### src/rtl/reloj_hora_alarma_pkg.sv
// Shared definitions for the hh:mm clock with alarm: mode codes, BCD digit type
// and the two-digit BCD increment used by every counter in the block.
package reloj_pkg;

    typedef logic [3:0] bcd_t;

    localparam logic [1:0] MODO_RUN      = 2'b00;
    localparam logic [1:0] MODO_SET_HORA = 2'b01;
    localparam logic [1:0] MODO_SET_ALM  = 2'b10;

    localparam int MIN_MAX          = 59;
    localparam int HORA_MAX_DEFAULT = 23;

    // Binary constant to two BCD digits; only used on elaboration-time constants.
    function automatic logic [7:0] a_bcd(input int val);
        a_bcd = {bcd_t'(val / 10), bcd_t'(val % 10)};
    endfunction

    // Returns {wrap, next}: wrap is set when val was at max and rolled over to 00.
    function automatic logic [8:0] inc_bcd(input logic [7:0] val, input logic [7:0] max);
        bcd_t tens;
        bcd_t units;
        tens  = val[7:4];
        units = val[3:0];
        if (val == max) begin
            inc_bcd = 9'h100;
        end else if (units == 4'd9) begin
            inc_bcd = {1'b0, tens + 4'd1, 4'd0};
        end else begin
            inc_bcd = {1'b0, tens, units + 4'd1};
        end
    endfunction

endpackage

### src/rtl/reloj_hora_alarma_sync_flanco.sv
// Multi-flop synchroniser followed by a rising-edge detector; the pulse is gated
// by i_habil so the top can mask edges while the flops are still priming.
module sync_flanco #(
    parameter int SYNC_STAGES = 2
) (
    input  logic reloje,
    input  logic rst_n,
    input  logic i_async,
    input  logic i_habil,
    output logic o_pulso
);

    logic [SYNC_STAGES-1:0] r_sync;
    logic                   r_prev;

    always_ff @(posedge reloje or negedge rst_n) begin
        if (!rst_n) begin
            r_sync <= '0;
            r_prev <= 1'b0;
        end else begin
            r_sync <= {r_sync[SYNC_STAGES-2:0], i_async};
            r_prev <= r_sync[SYNC_STAGES-1];
        end
    end

    assign o_pulso = i_habil & r_sync[SYNC_STAGES-1] & ~r_prev;

endmodule

### src/rtl/reloj_hora_alarma.sv
// BCD time-of-day clock driven by an external minute tick, with settable time,
// settable alarm and an alarm flag that times out after one minute.
module reloj_hora_alarma
    import reloj_pkg::*;
#(
    parameter int SYNC_STAGES = 2,
    parameter int HORA_MAX    = HORA_MAX_DEFAULT
) (
    input  logic       reloje,
    input  logic       rst_n,
    input  logic       tick_in,
    input  logic [1:0] modo,
    input  logic       inc_min,
    input  logic       inc_hora,
    input  logic       alarm_en,
    input  logic       alarm_stop,
    output logic [7:0] hora_bcd,
    output logic [7:0] min_bcd,
    output logic [7:0] alm_hora_bcd,
    output logic [7:0] alm_min_bcd,
    output logic       alarma
);

    localparam logic [7:0] MIN_MAX_BCD  = a_bcd(MIN_MAX);
    localparam logic [7:0] HORA_MAX_BCD = a_bcd(HORA_MAX);
    localparam int         PRIME_W      = $clog2(SYNC_STAGES + 2);
    localparam logic [PRIME_W-1:0] PRIME_FIN = PRIME_W'(SYNC_STAGES + 1);

    logic [PRIME_W-1:0] r_prime;
    logic [7:0]         r_hora;
    logic [7:0]         r_min;
    logic [7:0]         r_alm_hora;
    logic [7:0]         r_alm_min;
    logic               r_alarma;
    logic               r_chk;

    logic       w_primed;
    logic       w_min_tick;
    logic       w_p_min;
    logic       w_p_hora;
    logic       w_p_stop;
    logic       w_set_hora;
    logic       w_set_alm;
    logic       w_run;
    logic       w_clr;
    logic       w_set;
    logic [8:0] w_min_nxt;
    logic [8:0] w_hora_nxt;
    logic [8:0] w_alm_min_nxt;
    logic [8:0] w_alm_hora_nxt;

    // Edges are masked until the synchroniser and edge flops hold real samples.
    always_ff @(posedge reloje or negedge rst_n) begin
        if (!rst_n) begin
            r_prime <= '0;
        end else if (!w_primed) begin
            r_prime <= r_prime + 1'b1;
        end
    end

    assign w_primed = (r_prime == PRIME_FIN);

    sync_flanco #(.SYNC_STAGES(SYNC_STAGES)) u_sync_tick (
        .reloje(reloje), .rst_n(rst_n), .i_async(tick_in),    .i_habil(w_primed), .o_pulso(w_min_tick)
    );
    sync_flanco #(.SYNC_STAGES(SYNC_STAGES)) u_sync_min (
        .reloje(reloje), .rst_n(rst_n), .i_async(inc_min),    .i_habil(w_primed), .o_pulso(w_p_min)
    );
    sync_flanco #(.SYNC_STAGES(SYNC_STAGES)) u_sync_hora (
        .reloje(reloje), .rst_n(rst_n), .i_async(inc_hora),   .i_habil(w_primed), .o_pulso(w_p_hora)
    );
    sync_flanco #(.SYNC_STAGES(SYNC_STAGES)) u_sync_stop (
        .reloje(reloje), .rst_n(rst_n), .i_async(alarm_stop), .i_habil(w_primed), .o_pulso(w_p_stop)
    );

    assign w_set_hora = (modo == MODO_SET_HORA);
    assign w_set_alm  = (modo == MODO_SET_ALM);
    assign w_run      = !w_set_hora && !w_set_alm;

    assign w_min_nxt      = inc_bcd(r_min,      MIN_MAX_BCD);
    assign w_hora_nxt     = inc_bcd(r_hora,     HORA_MAX_BCD);
    assign w_alm_min_nxt  = inc_bcd(r_alm_min,  MIN_MAX_BCD);
    assign w_alm_hora_nxt = inc_bcd(r_alm_hora, HORA_MAX_BCD);

    // Time runs in both run and set-alarm modes; while setting time, ticks are dropped.
    always_ff @(posedge reloje or negedge rst_n) begin
        if (!rst_n) begin
            r_hora <= '0;
            r_min  <= '0;
        end else if (w_set_hora) begin
            if (w_p_min) begin
                r_min <= w_min_nxt[7:0];
            end
            if (w_p_hora) begin
                r_hora <= w_hora_nxt[7:0];
            end
        end else if (w_min_tick) begin
            r_min <= w_min_nxt[7:0];
            if (w_min_nxt[8]) begin
                r_hora <= w_hora_nxt[7:0];
            end
        end
    end

    always_ff @(posedge reloje or negedge rst_n) begin
        if (!rst_n) begin
            r_alm_hora <= '0;
            r_alm_min  <= '0;
        end else if (w_set_alm) begin
            if (w_p_min) begin
                r_alm_min <= w_alm_min_nxt[7:0];
            end
            if (w_p_hora) begin
                r_alm_hora <= w_alm_hora_nxt[7:0];
            end
        end
    end

    // r_chk marks the cycle right after a tick-driven update in run mode; only
    // then is a match allowed to raise the alarm, so manual setting never does.
    assign w_clr = w_p_stop | ~alarm_en | w_min_tick;
    assign w_set = r_chk & alarm_en & (r_hora == r_alm_hora) & (r_min == r_alm_min);

    always_ff @(posedge reloje or negedge rst_n) begin
        if (!rst_n) begin
            r_chk    <= 1'b0;
            r_alarma <= 1'b0;
        end else begin
            r_chk <= w_min_tick & w_run;
            if (w_clr) begin
                r_alarma <= 1'b0;
            end else if (w_set) begin
                r_alarma <= 1'b1;
            end
        end
    end

    assign hora_bcd     = r_hora;
    assign min_bcd      = r_min;
    assign alm_hora_bcd = r_alm_hora;
    assign alm_min_bcd  = r_alm_min;
    assign alarma       = r_alarma;

endmodule
### config.mk
export PLATFORM = sky130hd
export DESIGN_NAME = reloj_hora_alarma
export DESIGN_NICKNAME = d
export VERILOG_FILES = /design/src/rtl/reloj_hora_alarma_pkg.sv /design/src/rtl/reloj_hora_alarma_sync_flanco.sv /design/src/rtl/reloj_hora_alarma.sv
export SDC_FILE = /design/constraint.sdc
export NUM_CORES = 1
export LEC_CHECK = 0
export CORE_MARGIN = 2
export CORE_UTILIZATION = 45
export CTS_CLUSTER_SIZE = 25
export DETAILED_ROUTE_END_ITERATION = 10
export GPL_TIMING_DRIVEN = 0
export PLACE_DENSITY = 0.76
export SYNTH_ARGS = -nofsm -noshare
export SYNTH_HDL_FRONTEND = slang
export SYNTH_SLANG_ARGS = --single-unit
export TNS_END_PERCENT = 10
### constraint.sdc
create_clock -name reloje -period 2.1 [get_ports reloje]
set_clock_uncertainty 0.05 [all_clocks]
set_input_delay 0.42 -clock reloje [delete_from_list [all_inputs] [get_ports reloje]]
set_output_delay 0.42 -clock reloje [all_outputs]
set_load 0.03 [all_outputs]
# After elaboration in Yosys (flattened, before gate mapping)

Cells that the tools add are included.

Register bits after elaboration: 48
Output and inout port bits: 33
Word-level logic and storage cells: 91

Add/subtract/negate cells: 9
Reduce and logical (&&, ||, !) cells: 14
Bitwise logic cells: 19
Eq/ne operators: 15
Muxes and demuxes: 17

Operators by type and width:

| operator            | number |
|---|---|
| $mux 8              | 14 |
| $add 4x1->4 const B | 8 |
| $eq 4x4->1 const B  | 4 |
| $eq 8x6->1 const B  | 2 |
| $eq 8x7->1 const B  | 2 |
| $eq 8x8->1          | 2 |
| $and 1x1->1         | 12 |
| $reduce_bool 2->1   | 5 |
| $mux 9              | 1 |
| $reduce_and 3->1    | 3 |
| $reduce_and 2->1    | 3 |
| $not 1->1           | 5 |
| $eq 2x2->1 const B  | 2 |
| $ne 2x1->1 const B  | 2 |
| $add 2x1->2 const B | 1 |
| $eq 2x1->1 const B  | 1 |
| $logic_not 1->1     | 2 |
| $mux 1              | 2 |
| $or 1x1->1          | 2 |
| $logic_and 1x1->1   | 1 |

# Longest topological paths before layout

Depth in word-level cells: 6
Depth in mapped cells: 7
Mapped depth without buffers: 6

# Cells and area by module

Synthesis repeated with hierarchy kept, for this count alone.

Cells, all modules: 237
Area total of the unflattened synthesis: 2491.1 µm²

By module, submodules not included:

| module            | cells an instance | instances | area each (µm²) | seq. area each (µm²) |
|---|---|---|---|---|
| reloj_hora_alarma | 221               | 1         | 2155.8          | 900.9 |
| sync_flanco       | 4                 | 4         | 83.8            | 75.1 |

# Worst setup path before layout

No wires, ideal clock.

Path kind: register -> register
Start: reg r_min[0] (netlist: min_bcd[0])
End: reg r_hora[7] (netlist: hora_bcd[7])
Buffers on the path: 0
Library setup time: 0.135 ns
Stages on the path, launching flop included: 6
Data arrival time: 2.069 ns
Period minus slack after synthesis: 2.254 ns
Setup slack: -0.154 ns
Required time: 1.915 ns
Path through: dfrtp_1 -> ha_1 -> nand3b_4 -> o41a_1 -> or4_4 -> xnor2_2

Word-level cells in the longest chain between the ends: 4

RTL lines:

| element                            | line                        | source |
|---|---|---|
| from (decl)                        | reloj_hora_alarma.sv:31     | `logic [7:0] r_min;` |
| from (signal assigned)             | reloj_hora_alarma.sv:92     | `r_min <= w_min_nxt[7:0];` |
| from (signal assigned)             | reloj_hora_alarma.sv:98     | `r_min <= w_min_nxt[7:0];` |
| $eq 8x7->1                         | reloj_hora_alarma_pkg.sv:25 | `if (val == max) begin` |
| $mux 9                             | reloj_hora_alarma_pkg.sv:25 |  |
| $reduce_bool 2->1 (no source line) | --                          |  |
| $reduce_and 3->1 (no source line)  | --                          |  |
| to (signal assigned)               | reloj_hora_alarma.sv:95     | `r_hora <= w_hora_nxt[7:0];` |
| to (signal assigned)               | reloj_hora_alarma.sv:100    | `r_hora <= w_hora_nxt[7:0];` |
| to (decl)                          | reloj_hora_alarma.sv:30     | `logic [7:0] r_hora;` |

No other way between the ends.
A chain may end at the register's enable or synchronous reset.

# Final worst setup path

Start: reg r_alm_hora[3] (netlist: alm_hora_bcd[3])
End: out alm_hora_bcd[3]

RTL lines:

| element                | line                     | source |
|---|---|---|
| from (decl)            | reloj_hora_alarma.sv:32  | `logic [7:0] r_alm_hora;` |
| from (signal assigned) | reloj_hora_alarma.sv:114 | `r_alm_hora <= w_alm_hora_nxt[7:0];` |
| to (decl)              | reloj_hora_alarma.sv:19  | `output logic [7:0] alm_hora_bcd,` |

No word-level cell between the ends.

==> results.json <==
{
  "slowest_stage": "clkdlybuf4s50_1",
  "cts_made_buffers": 5,
  "drt-total-wl_mm": 5.179,
  "powerDensity_nw_per_um2": 1171,
  "clkTransAtPathRegs_ps": 90,
  "postCtsHoldBufs": 0,
  "io_pins": 42,
  "p_leak_nw": 1.441,
  "slew_headroom": 0.6724,
  "dpl_cell_area_um2": 3055,
  "dieArea_um2": 6243,
  "core_um2": 5473,
  "cts_buffer_depth": 2,
  "grt_start_max_net_pins": 29,
  "synthFlopType": "dfrtp_1",
  "outcome": "complete, no violations",
  "cp.required_ps": 1630,
  "fin_crit_ps": 2049,
  "clock_latency_ps": 320,
  "grt.total_usage": 0.1837,
  "yosysSeqAreaShare": 0.4743,
  "start_kind": "flip-flop",
  "die_x_um": 79.02,
  "worstSetupPathType": "reg -> out",
  "final_layout_size_suffix_gt1_frac": 0.1088,
  "final_nets": 321,
  "detail-route-antenna-nets": 0,
  "cts_tree": "built",
  "critical-path-top-delay-family": "buffers and inverters",
  "n_antenna_cell": 0,
  "post-route-period-util": 0.9758,
  "finalPower_mw": 3.771,
  "end_kind": "output pin",
  "cp_cell_sequence": "clkdlybuf4s50_1",
  "fp.dieH_um": 79.02,
  "dp_slack_ps": -420.5,
  "cp_max_fo": 7,
  "clockRootBuffer": "clkbuf_8",
  "htree_levels": 2,
  "synth-seq-cells": 48,
  "max_cap_violations": 0,
  "grt_antenna_before_repair": 0,
  "synth_nets": 269,
  "setup_tns_ps": 0,
  "drt-pass1-iter-count": 4,
  "grt_pass1_vias": 1896,
  "fin_area_um2": 3221,
  "layout_setup_ws_ps": 50.90,
  "max_freq_mhz": 488.0,
  "via_per_inst": 5.377,
  "netlist_area_um2": 2532,
  "clock_sinks": 48,
  "synth_cells": 241,
  "gp_congestion": 0.8485,
  "finalHoldViolCount": 0,
  "critPathArrivalTime_ps": 1580,
  "core.rowCount": 27,
  "avgSynthCellArea_um2": 10.51,
  "drt_iter0_drc": 123,
  "post_drt_wl_per_cell_um": 14.15,
  "synth-edff-count": 0,
  "rsz0062_at_grt": "yes",
  "worst-path-buf-inv": 1,
  "grt_pass1_wl_mm": 8.935,
  "maxSlewViolCount": 0,
  "ys_types": 42,
  "place_hpwl_mm": 3.816,
  "initial_core_util": 0.4627,
  "grt-ovfl-total": 0,
  "worst_pin_slew_ps": 491.4,
  "async_reset_ff_frac": 1.000,
  "num_vias": 1968,
  "peakVddDrop_mv": 0.6231,
  "max_stage_delay_ps": 730,
  "hold_class": "in -> async",
  "area_delta_synth_final_pct": 27.17,
  "drc": 0,
  "synth-warning-count": 0,
  "io_buffers": 41,
  "finalSetupViolations": 0,
  "final_util": 0.5885
}
-- synth_stat cells (all sizes together) (3+ instances only) --
| cell | instances | share of area |
|---|---|---|
| inv | 19 | 0.028 |
| ha | 19 | 0.094 |
| a21o | 3 | 0.0089 |
| a21oi | 6 | 0.012 |
| nand3 | 9 | 0.018 |
| o31ai | 6 | 0.018 |
| nand4b | 3 | 0.010 |
| xor2 | 18 | 0.062 |
| nand3b | 5 | 0.020 |
| or4 | 4 | 0.013 |
| o21ai | 15 | 0.030 |
| xnor2 | 3 | 0.013 |
| dfrtp | 48 | 0.47 |
| nor3 | 7 | 0.014 |
| o22ai | 4 | 0.0099 |
| clkbuf | 3 | 0.0044 |
| nor2 | 10 | 0.015 |
| nor4 | 4 | 0.0099 |
| and3b | 4 | 0.014 |
| nand2b | 3 | 0.0074 |
| mux2 | 5 | 0.022 |
| nand2 | 19 | 0.028 |
-- registers in the layout, summed over array words and instances (netlist names) --
name / cells
hora_bcd: 8
u_sync_hora.r_sync: 2
alm_hora_bcd: 8
alm_min_bcd: 8
u_sync_min.r_sync: 2
u_sync_min.r_prev: 1
u_sync_tick.r_sync: 2
u_sync_stop.r_prev: 1
u_sync_tick.r_prev: 1
r_prime: 2
alarma: 1
min_bcd: 8
r_chk: 1
u_sync_stop.r_sync: 2
u_sync_hora.r_prev: 1
-- area by class of cell --
| cell class | instances | area (µm²) |
|---|---|---|
| clock inverter | 3 | 47.55 |
| inverter | 19 | 71.32 |
| sequential | 48 | 1206 |
| tap | 72 | 90.09 |
| timing repair buffer | 45 | 447.9 |
| fill | 481 | 2252 |
| buffer | 4 | 16.27 |
| multi-input combinational | 170 | 1272 |
| clock buffer | 5 | 68.82 |
-- through the flow --
step / hold slack, ps / instances
floorplan: 74.41 / 241
global placement: 283.3 / 354
detailed placement: 286.2 / 355
CTS: 12.93 / 366
global route: 46.64 / 366
finish: 4.634 / 366
-- path summary, 6_finish.rpt --
path | cells past startpoint | startpoint | end | slack (ps)
max | 1 | alm_hora_bcd[3]$_DFFE_PN0P_ | alm_hora_bcd[3] | 50
min | 1 | rst_n | hora_bcd[3]$_DFFE_PN0P_ | 5
max reg2reg | 5 | min_bcd[0]$_DFFE_PN0P_ | hora_bcd[7]$_DFFE_PN0P_ | 70
min reg2reg | 0 | u_sync_hora.r_sync[0]$_DFF_PN0_ | u_sync_hora.r_sync[1]$_DFF_PN0_ | 310
max in group asynchronous | 2 | rst_n | min_bcd[4]$_DFFE_PN0P_ | 1460
min in group reloje | 0 | u_sync_hora.r_sync[0]$_DFF_PN0_ | u_sync_hora.r_sync[1]$_DFF_PN0_ | 310
-- timing repair --
| item | in CTS | in global routing |
|---|---|---|
| setup buffers | 3 | 0 |
| setup endpoints to repair | 5 | 12 |
| resized for setup | 1 | 4 |
| pin swaps | 2 | 2 |
-- logic make-up (layout without fill, tap and decap cells) --
family                   after synthesis  after routing  share of synthesized area
AND/OR/NAND/NOR                       81             81                     0.1863
flip-flops                            48             48                     0.4743
AO/OA/AOI/OAI                         43             43                     0.1092
buffers and inverters                 23             76                    0.03458
XOR/XNOR                              21             21                    0.07560
adder cells (fa/ha/maj)               19             19                    0.09387
multiplexers                           6              6                    0.02618
-- power breakdown --
group / leakage [nW] / internal (mW) / switching, mW / total (mW)
logic: 0.817 / 0.720 / 0.882 / 1.60
registers: 0.565 / 1.13 / 0.349 / 1.48
clock network: 0.0583 / 0.359 / 0.334 / 0.693
-- cells in the final DEF (no fill, tap or decap), types with 7 or more instances in the layout --
cell / count
nor2_1: 10
inv_1: 19
ha_1: 16
dfrtp_1: 44
xor2_1: 18
nand2_1: 19
o21ai_0: 14
clkdlybuf4s50_1: 40
nand3_1: 9
nor3_1: 7
-- per-layer routing --
layer | GRT usage | vias to the layer above | part of all wire
met5 | 0 | - | 0
met4 | 0.07241 | 0 | 0.017
met3 | 0.02841 | 8 | 0.036
met2 | 0.3136 | 41 | 0.48
met1 | 0.2341 | 957 | 0.46
li1 | - | 962 | -
No activity file was read; power rests on OpenSTA's default activity.
==> variant (config.mk and constraints unchanged) <==
`MIN_MAX`: 59 -> 32.
--- a/src/rtl/reloj_hora_alarma_pkg.sv
+++ b/src/rtl/reloj_hora_alarma_pkg.sv
@@ -9,5 +9,5 @@
     localparam logic [1:0] MODO_SET_ALM  = 2'b10;
 
-    localparam int MIN_MAX          = 59;
+    localparam int MIN_MAX          = 32;
     localparam int HORA_MAX_DEFAULT = 23;
 
Formal check against the unedited RTL: no difference found for any inputs over 10 cycles, from zero or initial values and one cycle with rst_n low; that may be too few to reach the edited logic, so the function may still have changed.
==> variant against the original RTL <==
  * Register-to-register slack improved by 0.16 ns
  * Worst hold slack improved by 0.037 ns
  * Routed wire length increased by 0.42%
  * Synthesized area decreased by 2.1%
  * Sequential cell count unchanged
  * First-iteration DRC count decreased by 4.1%
  * Final area decreased by 3.5%
  * Power decreased by 3.5%
  * Worst setup slack improved by 0.0016 ns
  * Critical path type is now input port to register
  * Largest cell class unchanged
  * Highest routed layer unchanged
==> variant: results (changes against the original RTL) <==
metric	value	unit	change
Clk Latency, worst-skew pair	0.30	ns	-0.02 ns
Total GRT Usage	18.4	%	about the same
Placed Instance Area	0.00300	sq mm	-2.0%
Commonest cells post-synth	48 x dfrtp_1, 20 x nand2_1, 20 x xor2_1		
setup violators final	0		unchanged
largest net degree at the start of global routing	26		-10%
Max-slew headroom	64.7	%	-2.5 points
number of global-route vias before repair	1860		-1.9%
Distinct cells, synth	46		+9.5%
Post-Syn Instances	232		-3.7%
start of the worst register-to-register path	min_bcd[4]		
compound-gate portion of the synthesized area	11.0	%	+0.080 points
CP Max Fanout	5		-2
Reg2Reg Setup Slack	0.23	ns	+0.16 ns
Clock Pin Slew Worst Setup and Hold Paths	0.08	ns	
Placed Cells	346		-2.5%
minimum hold slack	0.0411	ns	+0.0365 ns
layout cells sized above 1	8.13	%	-2.8 points
WL per Instance	14.7	microns	+3.5%
XOR/XNOR Fraction of Synth Area	9.54	%	+2.0 points
initial antenna violation count	0		unchanged
Reg-to-Reg End	hora_bcd[3]		
Initial DRC Count	118		-4.1%
FFs w/ async S/R, synth	100	%	unchanged
DR vias/cell	5.41		+0.64%
# fillers	464		-3.5%
post-DP HPWL	3910	microns	+2.4%
Hold Crit Class	input port to async pin		
post-route ant nets	0		unchanged
Pre-antenna DRT Iters	4		unchanged
fin cells	355		-3.0%
mux cell area share after synthesis	2.12	%	-0.50 points
adder-cell share of the synthesized area	6.56	%	-2.8 points
Static Leak	1.36	nW	-5.7%
CP arrival	2.23	ns	+0.65 ns
global-route wire length before repair	8880	microns	-0.62%
top post-synthesis cells by area	dfrtp_1 48%, xor2_1 7.1%, ha_1 6.6%		
Port-buffer cells	41		unchanged
H-tree depth	2		unchanged
Syn Nets	254		-5.6%
worst vdd ir	0.000601	V	-3.5%
CTS Buf Count	5		unchanged
GPL Wtd Cong	0.804		-5.3%
Nets	305		-5.0%
synth warn	0		unchanged
post-synthesis sequential area ratio	48.4	%	+1.0 points
dpl ws	-0.360	ns	+0.0603 ns
outcome	finished clean		
clock tree buffer depth	2		unchanged
[variant: cell count changes after synthesis, moves of 4 or more]
cell	delta
a21oi_1	-4
clkbuf_1	+4
o31ai_1	-4
inv_1	-9
xnor2_1	+5
ha_1	-6
[variant: area by class of cell]
type,instances,area (sq um),area share [%]
Buffer,10,47.5,1.53
Inverter,10,37.5,1.21
Multi-Input combinational cell,164,1210,39.0
Sequential cell,48,1200,38.7
Timing Repair Buffer,44,440,14.2
Tap cell,72,90.1,2.90
Clock inverter,1,5.00,0.161
Clock buffer,6,72.6,2.34
[variant: layer usage]
metal,GRT usage (%),vias up,share of wire [%]
met5,0,-,0
met4,6.14,0,1.5
met3,4.37,8,3.6
met2,30.3,34,50
met1,23.9,958,45
li1,-,921,-
[variant: cell families after synthesis]
family | count (synthesis)
fa+ha+maj | 13
compound gates | 40
xor+xnor | 27
buf+inv | 20
simple gates | 79
mux | 5
flops | 48
[variant: how the worst max path moves through the flow]
stage / to / cells after the start / slack, ns / start
6_report: hora_bcd[3] / 7 / 0.05 / modo[1]
5_1_grt: hora_bcd[2] / 8 / -0.02 / modo[1]
4_1_cts: hora_bcd[3] / 7 / 0.03 / modo[1]
3_5_place_dp: hora_bcd[3] / 7 / -0.36 / modo[1]
3_3_place_gp: alm_min_bcd[6] / 1 / -0.81 / rst_n
2_1_floorplan: hora_bcd[3] / 5 / 0.23 / min_bcd[4]
[variant: through the flow]
step | power, mW | util [%]
2_1_floorplan | 2.47 | -
3_3_place_gp | 3.08 | 55.1
3_5_place_dp | 3.14 | 55.4
4_1_cts | 3.65 | 57.2
5_1_grt | 3.88 | 57.5
6_report | 3.64 | 57.5
[variant: power by group]
part	total (mW)	internal [mW]	switching [mW]
registers	1.45	1.13	0.324
logic	1.67	0.727	0.945
clock network	0.515	0.227	0.288
total	3.64	2.08	1.56
[variant: what timing repair did]
action	4_1_cts	5_1_grt
hold buffers	0	0
pin swaps	2	1
gates cloned	0	0
gates resized for setup	2	3
endpoints found under the setup margin	2	5
setup buffers	2	0
hold endpoints to repair	0	0
[variant: critical path: stages]
cell and delay [ns]:
clkdlybuf4s50_1 0.49, inv_1 0.05, ha_2 0.18, and4bb_2 0.32, a31oi_4 0.11, or4b_1 0.55
nand3_2 0.10
